`src/rtl/signature_uart_tx_if.sv`:
```
// Signature-to-UART link: start request, serial ROM bit stream with its ld/en strobes, and UART line status.
interface signature_uart_tx_if;
    logic start;
    logic sig_q;
    logic sig_ld;
    logic sig_en;
    logic tx;
    logic busy;
    logic done;

    modport slave (
        input  start,
        input  sig_q,
        output sig_ld,
        output sig_en,
        output tx,
        output busy,
        output done
    );

    modport master (
        output start,
        output sig_q,
        input  sig_ld,
        input  sig_en,
        input  tx,
        input  busy,
        input  done
    );
endinterface

```
`src/rtl/signature_uart_tx.sv`:
```
// Pulls a NUM_BYTES signature bit-serially from the ROM stage (MSB first) and sends it as 8N1 UART.
// One start = one whole message; ld once per message, 8 en strobes per byte, no LOAD between bytes.
module signature_uart_tx #(
    parameter int CLKS_PER_BIT = 87,
    parameter int NUM_BYTES    = 40
) (
    input  logic               clk,
    input  logic               reset,
    signature_uart_tx_if.slave bus
);
    localparam int BAUD_W = (CLKS_PER_BIT > 1) ? $clog2(CLKS_PER_BIT) : 1;
    localparam logic [BAUD_W-1:0] BAUD_LAST = BAUD_W'(CLKS_PER_BIT - 1);
    localparam logic [7:0]        BYTE_LAST = 8'(NUM_BYTES - 1);

    localparam logic [2:0] S_IDLE  = 3'd0;
    localparam logic [2:0] S_LOAD  = 3'd1;
    localparam logic [2:0] S_FETCH = 3'd2;
    localparam logic [2:0] S_START = 3'd3;
    localparam logic [2:0] S_DATA  = 3'd4;
    localparam logic [2:0] S_STOP  = 3'd5;

    logic [2:0]        r_state;
    logic [7:0]        r_shift;
    logic [2:0]        r_bit_cnt;
    logic [BAUD_W-1:0] r_baud_cnt;
    logic [7:0]        r_byte_cnt;
    logic              r_tx;
    logic              r_done;

    logic              w_baud_end;
    logic [2:0]        w_bit_nxt;

    assign w_baud_end = (r_baud_cnt == BAUD_LAST);
    assign w_bit_nxt  = r_bit_cnt + 3'd1;

    always_ff @(posedge clk or posedge reset) begin
        if (reset) begin
            r_state    <= S_IDLE;
            r_shift    <= 8'd0;
            r_bit_cnt  <= 3'd0;
            r_baud_cnt <= '0;
            r_byte_cnt <= 8'd0;
            r_tx       <= 1'b1;
            r_done     <= 1'b0;
        end else begin
            r_done <= 1'b0;
            case (r_state)
                S_IDLE: begin
                    r_tx       <= 1'b1;
                    r_byte_cnt <= 8'd0;
                    if (bus.start) begin
                        r_state <= S_LOAD;
                    end
                end
                S_LOAD: begin
                    r_bit_cnt <= 3'd0;
                    r_state   <= S_FETCH;
                end
                S_FETCH: begin
                    // ROM advances on this same edge, so q is taken while en is high
                    r_shift   <= {r_shift[6:0], bus.sig_q};
                    r_bit_cnt <= w_bit_nxt;
                    if (r_bit_cnt == 3'd7) begin
                        r_state    <= S_START;
                        r_tx       <= 1'b0;
                        r_baud_cnt <= '0;
                    end
                end
                S_START: begin
                    if (w_baud_end) begin
                        r_baud_cnt <= '0;
                        r_bit_cnt  <= 3'd0;
                        r_tx       <= r_shift[0];
                        r_state    <= S_DATA;
                    end else begin
                        r_baud_cnt <= r_baud_cnt + BAUD_W'(1);
                    end
                end
                S_DATA: begin
                    if (w_baud_end) begin
                        r_baud_cnt <= '0;
                        if (r_bit_cnt == 3'd7) begin
                            r_tx    <= 1'b1;
                            r_state <= S_STOP;
                        end else begin
                            r_bit_cnt <= w_bit_nxt;
                            r_tx      <= r_shift[w_bit_nxt];
                        end
                    end else begin
                        r_baud_cnt <= r_baud_cnt + BAUD_W'(1);
                    end
                end
                S_STOP: begin
                    if (w_baud_end) begin
                        r_baud_cnt <= '0;
                        if (r_byte_cnt == BYTE_LAST) begin
                            r_done  <= 1'b1;
                            r_state <= S_IDLE;
                        end else begin
                            r_byte_cnt <= r_byte_cnt + 8'd1;
                            r_bit_cnt  <= 3'd0;
                            r_state    <= S_FETCH;
                        end
                    end else begin
                        r_baud_cnt <= r_baud_cnt + BAUD_W'(1);
                    end
                end
                default: begin
                    r_state <= S_IDLE;
                end
            endcase
        end
    end

    assign bus.sig_ld = (r_state == S_LOAD);
    assign bus.sig_en = (r_state == S_FETCH);
    assign bus.busy   = (r_state != S_IDLE);
    assign bus.tx     = r_tx;
    assign bus.done   = r_done;
endmodule

```
`src/flat_wrapper.sv`:
```
// flat-port wrapper written by rule: the top's interface ports become plain ports
module signature_uart_tx_flat 
#(
    parameter int CLKS_PER_BIT = 87,
    parameter int NUM_BYTES    = 40
)
  (clk, reset, bus_start, bus_sig_q, bus_sig_ld, bus_sig_en, bus_tx, bus_busy, bus_done);
  signature_uart_tx_if bus_i ();
  input  logic clk;
  input  logic reset;
  input wire logic [$bits(bus_i.start)-1:0] bus_start;
  input wire logic [$bits(bus_i.sig_q)-1:0] bus_sig_q;
  output wire logic [$bits(bus_i.sig_ld)-1:0] bus_sig_ld;
  output wire logic [$bits(bus_i.sig_en)-1:0] bus_sig_en;
  output wire logic [$bits(bus_i.tx)-1:0] bus_tx;
  output wire logic [$bits(bus_i.busy)-1:0] bus_busy;
  output wire logic [$bits(bus_i.done)-1:0] bus_done;
  assign bus_i.start = bus_start;
  assign bus_i.sig_q = bus_sig_q;
  assign bus_sig_ld = bus_i.sig_ld;
  assign bus_sig_en = bus_i.sig_en;
  assign bus_tx = bus_i.tx;
  assign bus_busy = bus_i.busy;
  assign bus_done = bus_i.done;
  signature_uart_tx #(.CLKS_PER_BIT(CLKS_PER_BIT), .NUM_BYTES(NUM_BYTES)) u_core (.clk(clk), .reset(reset), .bus(bus_i));
endmodule
```
`config.mk`:
```
export PLATFORM = sky130hd
export DESIGN_NAME = signature_uart_tx_flat
export DESIGN_NICKNAME = d
export VERILOG_FILES = /design/src/rtl/signature_uart_tx_if.sv /design/src/rtl/signature_uart_tx.sv /design/src/flat_wrapper.sv
export SDC_FILE = /design/constraint.sdc
export NUM_CORES = 1
export LEC_CHECK = 0
export BUFFER_PORTS_ARGS = -buffer_cell sky130_fd_sc_hd__buf_2
export CAP_MARGIN = 20
export CORE_UTILIZATION = 55
export DETAILED_ROUTE_END_ITERATION = 8
export GPL_TIMING_DRIVEN = 0
export PLACE_DENSITY = 0.71
export SLEW_MARGIN = 0
export SYNTH_ARGS = -nofsm -noshare
export SYNTH_HDL_FRONTEND = slang
export SYNTH_SLANG_ARGS = --single-unit
```
`constraint.sdc`:
```
create_clock -name clk -period 3.6 [get_ports clk]
set_input_delay 0.54 -clock clk [delete_from_list [all_inputs] [get_ports clk]]
set_output_delay 0.54 -clock clk [all_outputs]
set_load 0.01 [all_outputs]
```
==> results summary, run 1 <==
The cell area after synthesis is 1780 µm². The setup-violating endpoint count in the final report is 0. Post-CTS timing repair inserted 0 buffers for setup.

The synthesized area divided by synthesized cell count is 10.0 µm². The clock passes through at most 2 buffers. Wires add up to 3490 µm.

The power share of the combinational group is 2.1%. Synthesis handed over a netlist of 177 instances. For this run the aggregate overflow at the end of global routing stands at 0. The number of design rule violations left after detail routing came out at 0.

For this run, the top clock speed supported by timing is 0.383 GHz. The hold-fix buffer count after cts is 0. The final standard cell count with taps included and fillers excluded is 238. The largest net degree at the start of global routing is 23. The total area inside the core boundary comes to 3050 µm².

The count of boundary I/O pins came out at 9. In the final layout, the multi-input gates occupy 933 µm². Among all flip-flop cells after synthesis, the most frequent one is sky130_fd_sc_hd__dfrtp_1. The filler cells instantiated in the layout total 275.

The sum of buffers and inverters on the critical path is 3. Using the TritonRoute via totals, the vias-per-cell ratio works out to 5.87. Setup repair after global routing left no endpoint under its margin. The peak per-stage delay on the critical path is 0.65 ns. Adding up every negative setup slack in the final design gives 0 ns.

For the final database, setup skew stands at 0.00987 ns. The number of nets in the synthesized netlist is 187. The fraction of the yosys area taken by sequential cells is 43.8%. The proportion of register bits with asynchronous set or reset after synthesis is 100%. The number of global-route vias before repair is 1355. Among cell families on the critical path, the largest total delay comes from simple AND/OR/NAND/NOR gates. The first routing iteration left 89 violations. Measured against its own limit, the worst slew margin works out to 51.8%.

The tightest min-delay check is of the input port to async pin type. The share of final-layout standard cells stronger than drive strength 1 came out at 20.1%. Power spread over the standard cell area amounts to 286 nW/µm². At the worst endpoint, the required time is 3.06 ns. The largest voltage drop on the vdd net is 248 µV.

The count of nets left with antenna violations once routing finished came out at 0. The critical path crosses 4 cells after its start point. The total of cells resized after clock tree synthesis came out at 0. The synthesized flop and latch total is 31. The post-layout minimum cycle time came out at 2.61 ns. The routed length per placed instance came out at 14.7 µm.

The cell total after placement is 230. Routability-driven placement finished with a final weighted congestion of 0.869. The logic depth of the worst register-to-register path is 5. The worst setup path is captured at an output port.

The number of hold violations in the final report is 0. The overall die height is 58.8 µm. For this design, the slowest cell found on the critical path is sky130_fd_sc_hd__nor3_1.

The wire length of the first global-routing pass came out at 6210 µm. The number of sinks driven by the clock tree is 31. From left edge to right edge, the die measures 58.8 µm. The clock transition at the registers of the reported paths is 0.10 ns. The critical path launch point is u_core.r_state[1]. The count of unique library cells instantiated by Yosys came out at 45.

The worst setup path is launched from a register. The number of H-tree levels is 2. The detailed placer's ending HPWL is 2650 µm. The total internal power came out at 0.000427 W. The clock tree from TritonCTS is done. The number of antenna violations at the first check in global routing is 0. The clock root buffer master is sky130_fd_sc_hd__clkbuf_4. The share of total power dissipated in the clock network is 35.6%.

In this run the power spent charging and discharging nets is 0.000132 W. Data arrives at the worst endpoint at 2.07 ns. The run finished with clean final reports. The number of pins exceeding their max-slew limit in the final report is 0. The number of iterations in the first detailed-routing pass is 4. The total of buffers placed on input and output ports is 8.

The sequential cell area in the final layout came out at 777 µm². The initial cell density of the core is 58.2%. The number of flops mapped to enable cells by yosys came out at 0. The path type of the worst setup path is register to output port. The total via count after detailed routing came out at 1397. The TritonCTS buffer count is 5. The reg-to-reg critical path endpoint is u_core.r_bit_cnt[0]. The number of nets in the layout came out at 203. The total routing usage reported by global routing is 24.2%.

The max-capacitance violation count is 0. The launching point of the worst reg2reg path is u_core.r_byte_cnt[0]. During synthesis, Yosys emitted a total of 0 warnings. In this run, flip-flops and latches consume 62.2% of the power. The switching power share of the total came out at 23.6%. The layout-stage area growth over the synthesis result came out at 9.94%. The portion of the clock cycle consumed by the worst path in the final layout came out at 72.6%.

Traced cell by cell, the critical path runs through buf_1 -> nor3_1 -> inv_1 -> buf_2. The number of rows in the core area is 20. The largest fanout of any net on the critical path came out at 10. The insertion delay to the later sink of the worst-skew pair came out at 0.34 ns. The die outline area is 3460 µm². The slew at the pin closest to its max-slew limit is 0.717 ns. For flop-to-flop paths, the worst setup slack is 1.44 ns. The critical path ends at bus_busy.

The static leakage power is 0.876 nW. The number of antenna diodes came out at 0.
## synth_stat cells (3+ instances only)
cell type                  number  share of area [%]
sky130_fd_sc_hd__nand3b_1       3                1.3
sky130_fd_sc_hd__nand3_1        9                2.5
sky130_fd_sc_hd__clkbuf_1       3               0.63
sky130_fd_sc_hd__o21ai_0        8                2.3
sky130_fd_sc_hd__a21oi_1       15                4.2
sky130_fd_sc_hd__mux2_2        10                6.3
sky130_fd_sc_hd__inv_1          9                1.9
sky130_fd_sc_hd__nor3_1         3               0.85
sky130_fd_sc_hd__mux2i_1        7                3.9
sky130_fd_sc_hd__dfrtp_1       30                 42
sky130_fd_sc_hd__o31ai_1        3                1.3
sky130_fd_sc_hd__nor2_1        12                2.5
sky130_fd_sc_hd__nand2b_1       4                1.4
sky130_fd_sc_hd__ha_1           6                4.2
sky130_fd_sc_hd__nand2_1       14                3.0
## logic make-up after synthesis
family / Yosys count / share of synthesized area, %
flops: 31 / 43.8
compound gates: 43 / 15.9
buf+inv: 15 / 3.66
fa+ha+maj: 6 / 4.23
mux: 19 / 12.8
simple gates: 63 / 19.6
## metrics by stage
step | hold slack, ns | setup slack [ns] | instance area (µm²) | util (%) | total power [W]
after floorplan | 0.475 | 1.67 | 1780 | - | 0.000360
after global placement | 0.495 | 1.43 | 1870 | 61.3 | 0.000363
after detailed placement | 0.513 | 1.39 | 1900 | 62.2 | 0.000367
after CTS | 0.193 | 0.997 | 1950 | 63.9 | 0.000567
after global routing | 0.219 | 0.862 | 1950 | 63.9 | 0.000577
final | 0.194 | 0.987 | 1950 | 63.9 | 0.000559
## sequential cells by signal, summed over array words and instances (netlist names)
| name | flops |
|---|---|
| u_core.bus.tx | 1 |
| u_core.r_baud_cnt | 7 |
| u_core.r_bit_cnt | 3 |
| u_core.r_shift | 8 |
| u_core.r_byte_cnt | 8 |
| u_core.r_state | 3 |
| u_core.bus.done | 1 |
## placed cells by master (no fill, tap or decap), types with 3 or more instances in the layout
master and count:
sky130_fd_sc_hd__nand2_1 14, sky130_fd_sc_hd__nand2b_1 4, sky130_fd_sc_hd__clkbuf_1 4, sky130_fd_sc_hd__o21ai_0 8
sky130_fd_sc_hd__dfrtp_1 30, sky130_fd_sc_hd__mux2i_1 7, sky130_fd_sc_hd__nand3_1 9, sky130_fd_sc_hd__buf_2 9
sky130_fd_sc_hd__nor3_1 3, sky130_fd_sc_hd__o31ai_1 3, sky130_fd_sc_hd__nor2_1 12, sky130_fd_sc_hd__ha_1 6
sky130_fd_sc_hd__clkbuf_4 5, sky130_fd_sc_hd__nand3b_1 3, sky130_fd_sc_hd__a21oi_1 15, sky130_fd_sc_hd__inv_1 9
sky130_fd_sc_hd__mux2_2 10
## worst min path at each step
| stage | startpoint | cells after the start | end |
|---|---|---|---|
| after floorplan | u_core.r_shift[7] | 1 | u_core.r_shift[7] |
| after global placement | u_core.r_shift[7] | 1 | u_core.r_shift[7] |
| after detailed placement | u_core.r_shift[4] | 1 | u_core.r_shift[4] |
| after CTS | reset | 2 | u_core.r_byte_cnt[6] |
| after global routing | reset | 2 | u_core.r_byte_cnt[4] |
| final | reset | 2 | u_core.r_byte_cnt[6] |
## area by class of cell
cell class | instances | area share [%]
Inverter | 9 | 1.73
Timing Repair Buffer | 9 | 3.46
Clock buffer | 6 | 2.12
Sequential cell | 31 | 39.8
Clock inverter | 2 | 0.641
Multi-Input combinational cell | 131 | 47.8
Buffer | 6 | 1.60
Tap cell | 44 | 2.82
## metal layers
layer	share of wire, %	global-route usage [%]	wire, µm
met1	45	30.8	1570
met2	50	39.8	1740
met3	3.6	5.93	126
met4	1.6	9.18	55
met5	0	0	0
## power by group through the flow
stage	registers (W)	logic, W	clock network, W
3_5_place_dp	0.000355	0.0000125	0
4_1_cts	0.000348	0.0000125	0.000207
3_3_place_gp	0.000355	0.00000838	0
5_1_grt	0.000348	0.0000138	0.000215
6_report	0.000348	0.0000118	0.000199
2_1_floorplan	0.000355	0.00000518	0
No activity file was read; power rests on OpenSTA's default activity.
==> inputs of run 2 (changes only) <==
- ABC_AREA: not set -> 1
- PLACE_DENSITY: 0.71 -> 0.73
- clock period: 3.6 -> 2.29 ns (I/O delays scaled with it)
==> run 2 against run 1 <==
Effect of this change:
- combinational power rose to 3.0 times the previous value
- die area is 9.4% higher
- largest cell class unchanged
- worst setup slack got worse by 0.58 ns
- clock power increased by 58%
- hold slack better by 0.035 ns
- sequential power rose by 60%
- highest routed layer unchanged
- critical path depth unchanged
- synthesized cell count rose by 50%
- cell count increased by 38%
- core utilization is 0.39 points lower
- routed wire length increased by 6.7%
- critical path type unchanged
==> results summary, run 2 <==
The number of flops mapped to enable cells by yosys came out at 0 (unchanged). The die outline area came out at 3780 µm² (+9.4%). The sequential group share of total power came to 61.4% (-0.8 points).

The logic depth of the worst register-to-register path came out at 9 (+4). The synthesized area divided by synthesized cell count is 7.35 µm² (-27%). The synthesized flop and latch total is 31 (unchanged). The static leakage power came out at 1.12 nW (+28%). The synthesized design spends more area on one cell type than any other, namely sky130_fd_sc_hd__dfrtp_1. The total congestion overflow came out at 0 (unchanged). The number of antenna violations at the first check in global routing came out at 0 (unchanged).

The number of fillers in the final layout came to 321 (+17%). The number of nets in the synthesized netlist is 275 (+47%). The peak per-stage delay on the critical path is 0.49 ns (-0.16 ns). The largest fanout of any net on the critical path is 7 (-3).

The portion of the clock cycle consumed by the worst path in the final layout is 82.1%. The number of design rule violations left after detail routing is 0 (unchanged). The placer congestion estimate is 0.846 (-2.6%). The routed wire length is 3720 µm (+6.7%). The overall die height is 61.5 µm (+4.6%).

Clock tree synthesis selected as its root buffer the cell sky130_fd_sc_hd__clkbuf_4. The number of antenna diodes came out at 0 (unchanged). The largest voltage drop on the vdd net is 349 µV (+41%). The number of sinks driven by the clock tree is 31 (unchanged).

The most critical setup path has its startpoint at u_core.r_state[2]. The count of unique library cells instantiated by Yosys came out at 30 (-33%). The initial cell density of the core is 57.9% (-0.23 points). The number of instances in the synthesized netlist is 265 (+50%). The final setup TNS is 0 ns (unchanged).

The slew at the pin closest to its max-slew limit was 0.436 ns (-0.281 ns). The number of violations reported at the end of detailed-routing iteration 0 came to 108 (+21%). The switching power share of the total is 24.3% (+0.79 points). Based on the critical path, the design can be clocked at up to 0.532 GHz. The share of the synthesized area in the top cell type came to 38.5% (-3.7 points).

The cell area after synthesis came out at 1950 µm² (+9.7%). The total power per unit cell area came to 425 nW/µm² (+48%). The largest net degree at the start of global routing came out at 24 (+4.3%). Leaving out fill and tap cells, the most frequent cell in the layout is sky130_fd_sc_hd__nand2_1. The worst setup path is captured at an output port. The number of hold violations in the final report is 0 (unchanged).

Setup repair after global routing left no endpoint under its margin. The count of nets left with antenna violations after detail routing came out at 0 (unchanged). The number of nets in the layout came to 292 (+44%).

The number of pins exceeding their max-slew limit in the final report is 0 (unchanged). The number of iterations in the first detailed-routing pass is 4 (unchanged). The total of buffers placed on input and output ports came out at 8 (unchanged). Walking the worst path, the cells encountered are inv_1 -> nand2_1 -> nor2_1 -> buf_2. The number of rows in the core area is 21 (+5.0%). In the layout the commonest cells are 74 x sky130_fd_sc_hd__nand2_1, 35 x sky130_fd_sc_hd__inv_1, 30 x sky130_fd_sc_hd__dfrtp_1, 24 x sky130_fd_sc_hd__nor2_1, 20 x sky130_fd_sc_hd__nand3_1. The power share of the combinational group came out at 3.9% (+1.8 points). The post-layout minimum cycle time came out at 1.88 ns. The share of final-layout standard cells stronger than drive strength 1 came out at 17.3% (-2.8 points). The largest individual stage delay along the critical path comes from the cell sky130_fd_sc_hd__dfrtp_1. The worst max-slew margin expressed relative to the limit came to 70.9% (+19 points).

The setup-violating endpoint count in the final report is 0 (unchanged). The launching point of the worst reg2reg path is u_core.r_baud_cnt[0]. The reported net switching power is 0.000221 W (+68%). The chip width came to 61.5 µm (+4.6%). In the post-synthesis netlist, the cell with the most instances is sky130_fd_sc_hd__nand2_1. The slack of the worst reg-to-reg path came to 0.64 ns (-0.80 ns). The clock tree from TritonCTS is done. The number of global-route vias before repair came out at 1493 (+10%). Yosys attributes the largest share of cell area to sky130_fd_sc_hd__dfrtp_1 39%, sky130_fd_sc_hd__nand2_1 14%, sky130_fd_sc_hd__inv_1 6.7%. The largest registers in the layout are u_core.r_byte_cnt (8), u_core.r_shift (8), u_core.r_baud_cnt (7). The proportion of register bits with asynchronous set or reset after synthesis came out at 100% (unchanged). The area of the core came out at 3360 µm² (+10%). For this run, the leading register cell type out of synthesis is sky130_fd_sc_hd__dfrtp_1. The clock network fraction of total power came out at 34.7% (-0.9 points). The layout-stage area growth over the synthesis result is 9.70%. The count of boundary I/O pins is 9 (unchanged). The min-delay analysis places its worst path in the category input port to register. The count of synthesis-stage warnings from yosys came to 0 (unchanged). The TritonCTS buffer count came out at 5 (unchanged).

The total internal power came out at 0.000686 W (+61%). The total of cells resized after clock tree synthesis came out at 0 (unchanged). The fraction of the yosys area taken by sequential cells came to 39.9% (-3.9 points).

The core utilization of the finished layout is 63.5% (-0.39 points). The flow ran to the end, and the final reports show no timing, DRC or antenna violations. The detailed placer's ending HPWL came out at 2730 µm (+3.2%). The number of H-tree levels is 2 (unchanged). The required time reported for the critical path endpoint is 1.95 ns (-1.11 ns). The most critical setup path has its endpoint at bus_sig_en.

The routed length per placed instance is 11.3 µm (-23%). The path type of the worst setup path is register to output port. The post-detailed-route via-to-cell ratio is 4.98 (-15%). The commonest cells after synthesis are 74 x sky130_fd_sc_hd__nand2_1, 35 x sky130_fd_sc_hd__inv_1, 30 x sky130_fd_sc_hd__dfrtp_1, 24 x sky130_fd_sc_hd__nor2_1, 20 x sky130_fd_sc_hd__nand3_1. The wire length of the first global-routing pass was 6380 µm (+2.8%). The total via count after detailed routing is 1639 (+17%). In this run the critical register-to-register path is captured at u_core.r_state[0].

The total routing usage reported by global routing is 23.3% (-0.84 points). The clock transition at the registers of the reported paths is 0.10 ns (about the same). The max-capacitance violation count is 0 (unchanged). The arrival time reported for the critical path endpoint came out at 1.54 ns (-0.53 ns). The total power is 0.000907 W (+62%).

The element type at the critical path start is a register. The worst setup skew after layout came to 0.0102 ns (+0.000287 ns). The number of buffers between clock root and the deepest sink came to 2 (unchanged). The insertion delay to the later sink of the worst-skew pair is 0.33 ns (about the same).
run 2: cell types whose count changed after synthesis, sizes merged, moves of 4 or more:
cell	change
a21oi	-13
and3	-4
inv	+34
mux2	-10
mux2i	-7
nand2	+64
nand2b	-4
nand3	+13
nand4	+8
nor2	+15
o21ai	+23
xor2	+5
run 2: power groups by stage:
stage | logic, W | registers (W) | clock network (W)
CTS | 0.0000364 | 0.000557 | 0.000325
finish | 0.0000349 | 0.000557 | 0.000315
global placement | 0.0000287 | 0.000568 | 0
detailed placement | 0.0000349 | 0.000568 | 0
global route | 0.0000421 | 0.000559 | 0.000352
floorplan | 0.0000204 | 0.000568 | 0
run 2: how the worst min path moves through the flow:
stage / from / end / slack, ns / cells after the start
global route: bus_sig_q / u_core.r_shift[0] / 0.24 / 3
global placement: u_core.bus.tx / u_core.bus.tx / 0.47 / 2
finish: bus_sig_q / u_core.r_shift[0] / 0.23 / 3
floorplan: reset / u_core.bus.done / 0.45 / 1
CTS: bus_sig_q / u_core.r_shift[0] / 0.23 / 3
detailed placement: reset / u_core.r_baud_cnt[1] / 0.37 / 2
run 2: layout make-up:
type                            count  area (µm²)  area share [%]
Multi-Input combinational cell    187         977            45.7
Sequential cell                    31         777            36.4
Inverter                           44         166            7.79
Timing Repair Buffer               10        77.6            3.63
Tap cell                           46        57.6            2.69
Clock buffer                        6        41.3            1.93
Buffer                              3        27.5            1.29
Clock inverter                      2        12.5           0.585
run 2: per-stage QoR:
| step | std cells | area (µm²) | hold slack [ns] | setup slack, ns |
|---|---|---|---|---|
| after floorplan | 265 | 1950 | 0.446 | 0.826 |
| after global placement | 319 | 2050 | 0.469 | 0.691 |
| after detailed placement | 320 | 2070 | 0.368 | 0.657 |
| after CTS | 329 | 2140 | 0.225 | 0.408 |
| after global routing | 329 | 2140 | 0.235 | 0.306 |
| final | 329 | 2140 | 0.229 | 0.409 |
run 2: metal layers:
metal | up-vias | global-route usage, % | share of wire, %
li1 | 875 | - | -
met4 | 0 | 8.57 | 0.97
met5 | - | 0 | 0
met1 | 741 | 31.7 | 50
met2 | 18 | 36.6 | 46
met3 | 5 | 5.25 | 3.1
run 2: worst max-delay path, delay by kind of cell (launching register included):
| family | cells | cell delay [ns] |
|---|---|---|
| buffers and inverters | 2 | 0.37 |
| DFF | 1 | 0.49 |
| and+or+nand+nor | 2 | 0.36 |
run 2: kinds of logic (layout without fill, tap and decap cells):
logic type	count (synthesis)	count (layout)	share of synthesized area [%]
flip-flops	31	31	39.9
AO/OA/AOI/OAI	33	33	9.63
adder cells (fa/ha/maj)	6	6	3.85
XOR/XNOR	5	5	2.25
buffers and inverters	47	65	9.95
AND/OR/NAND/NOR	143	143	34.4
run 2: timing repair:
action | in CTS | in global routing
endpoints found under the hold margin | 6 | 0
hold buffers | 1 | 0
setup buffers | 0 | 0
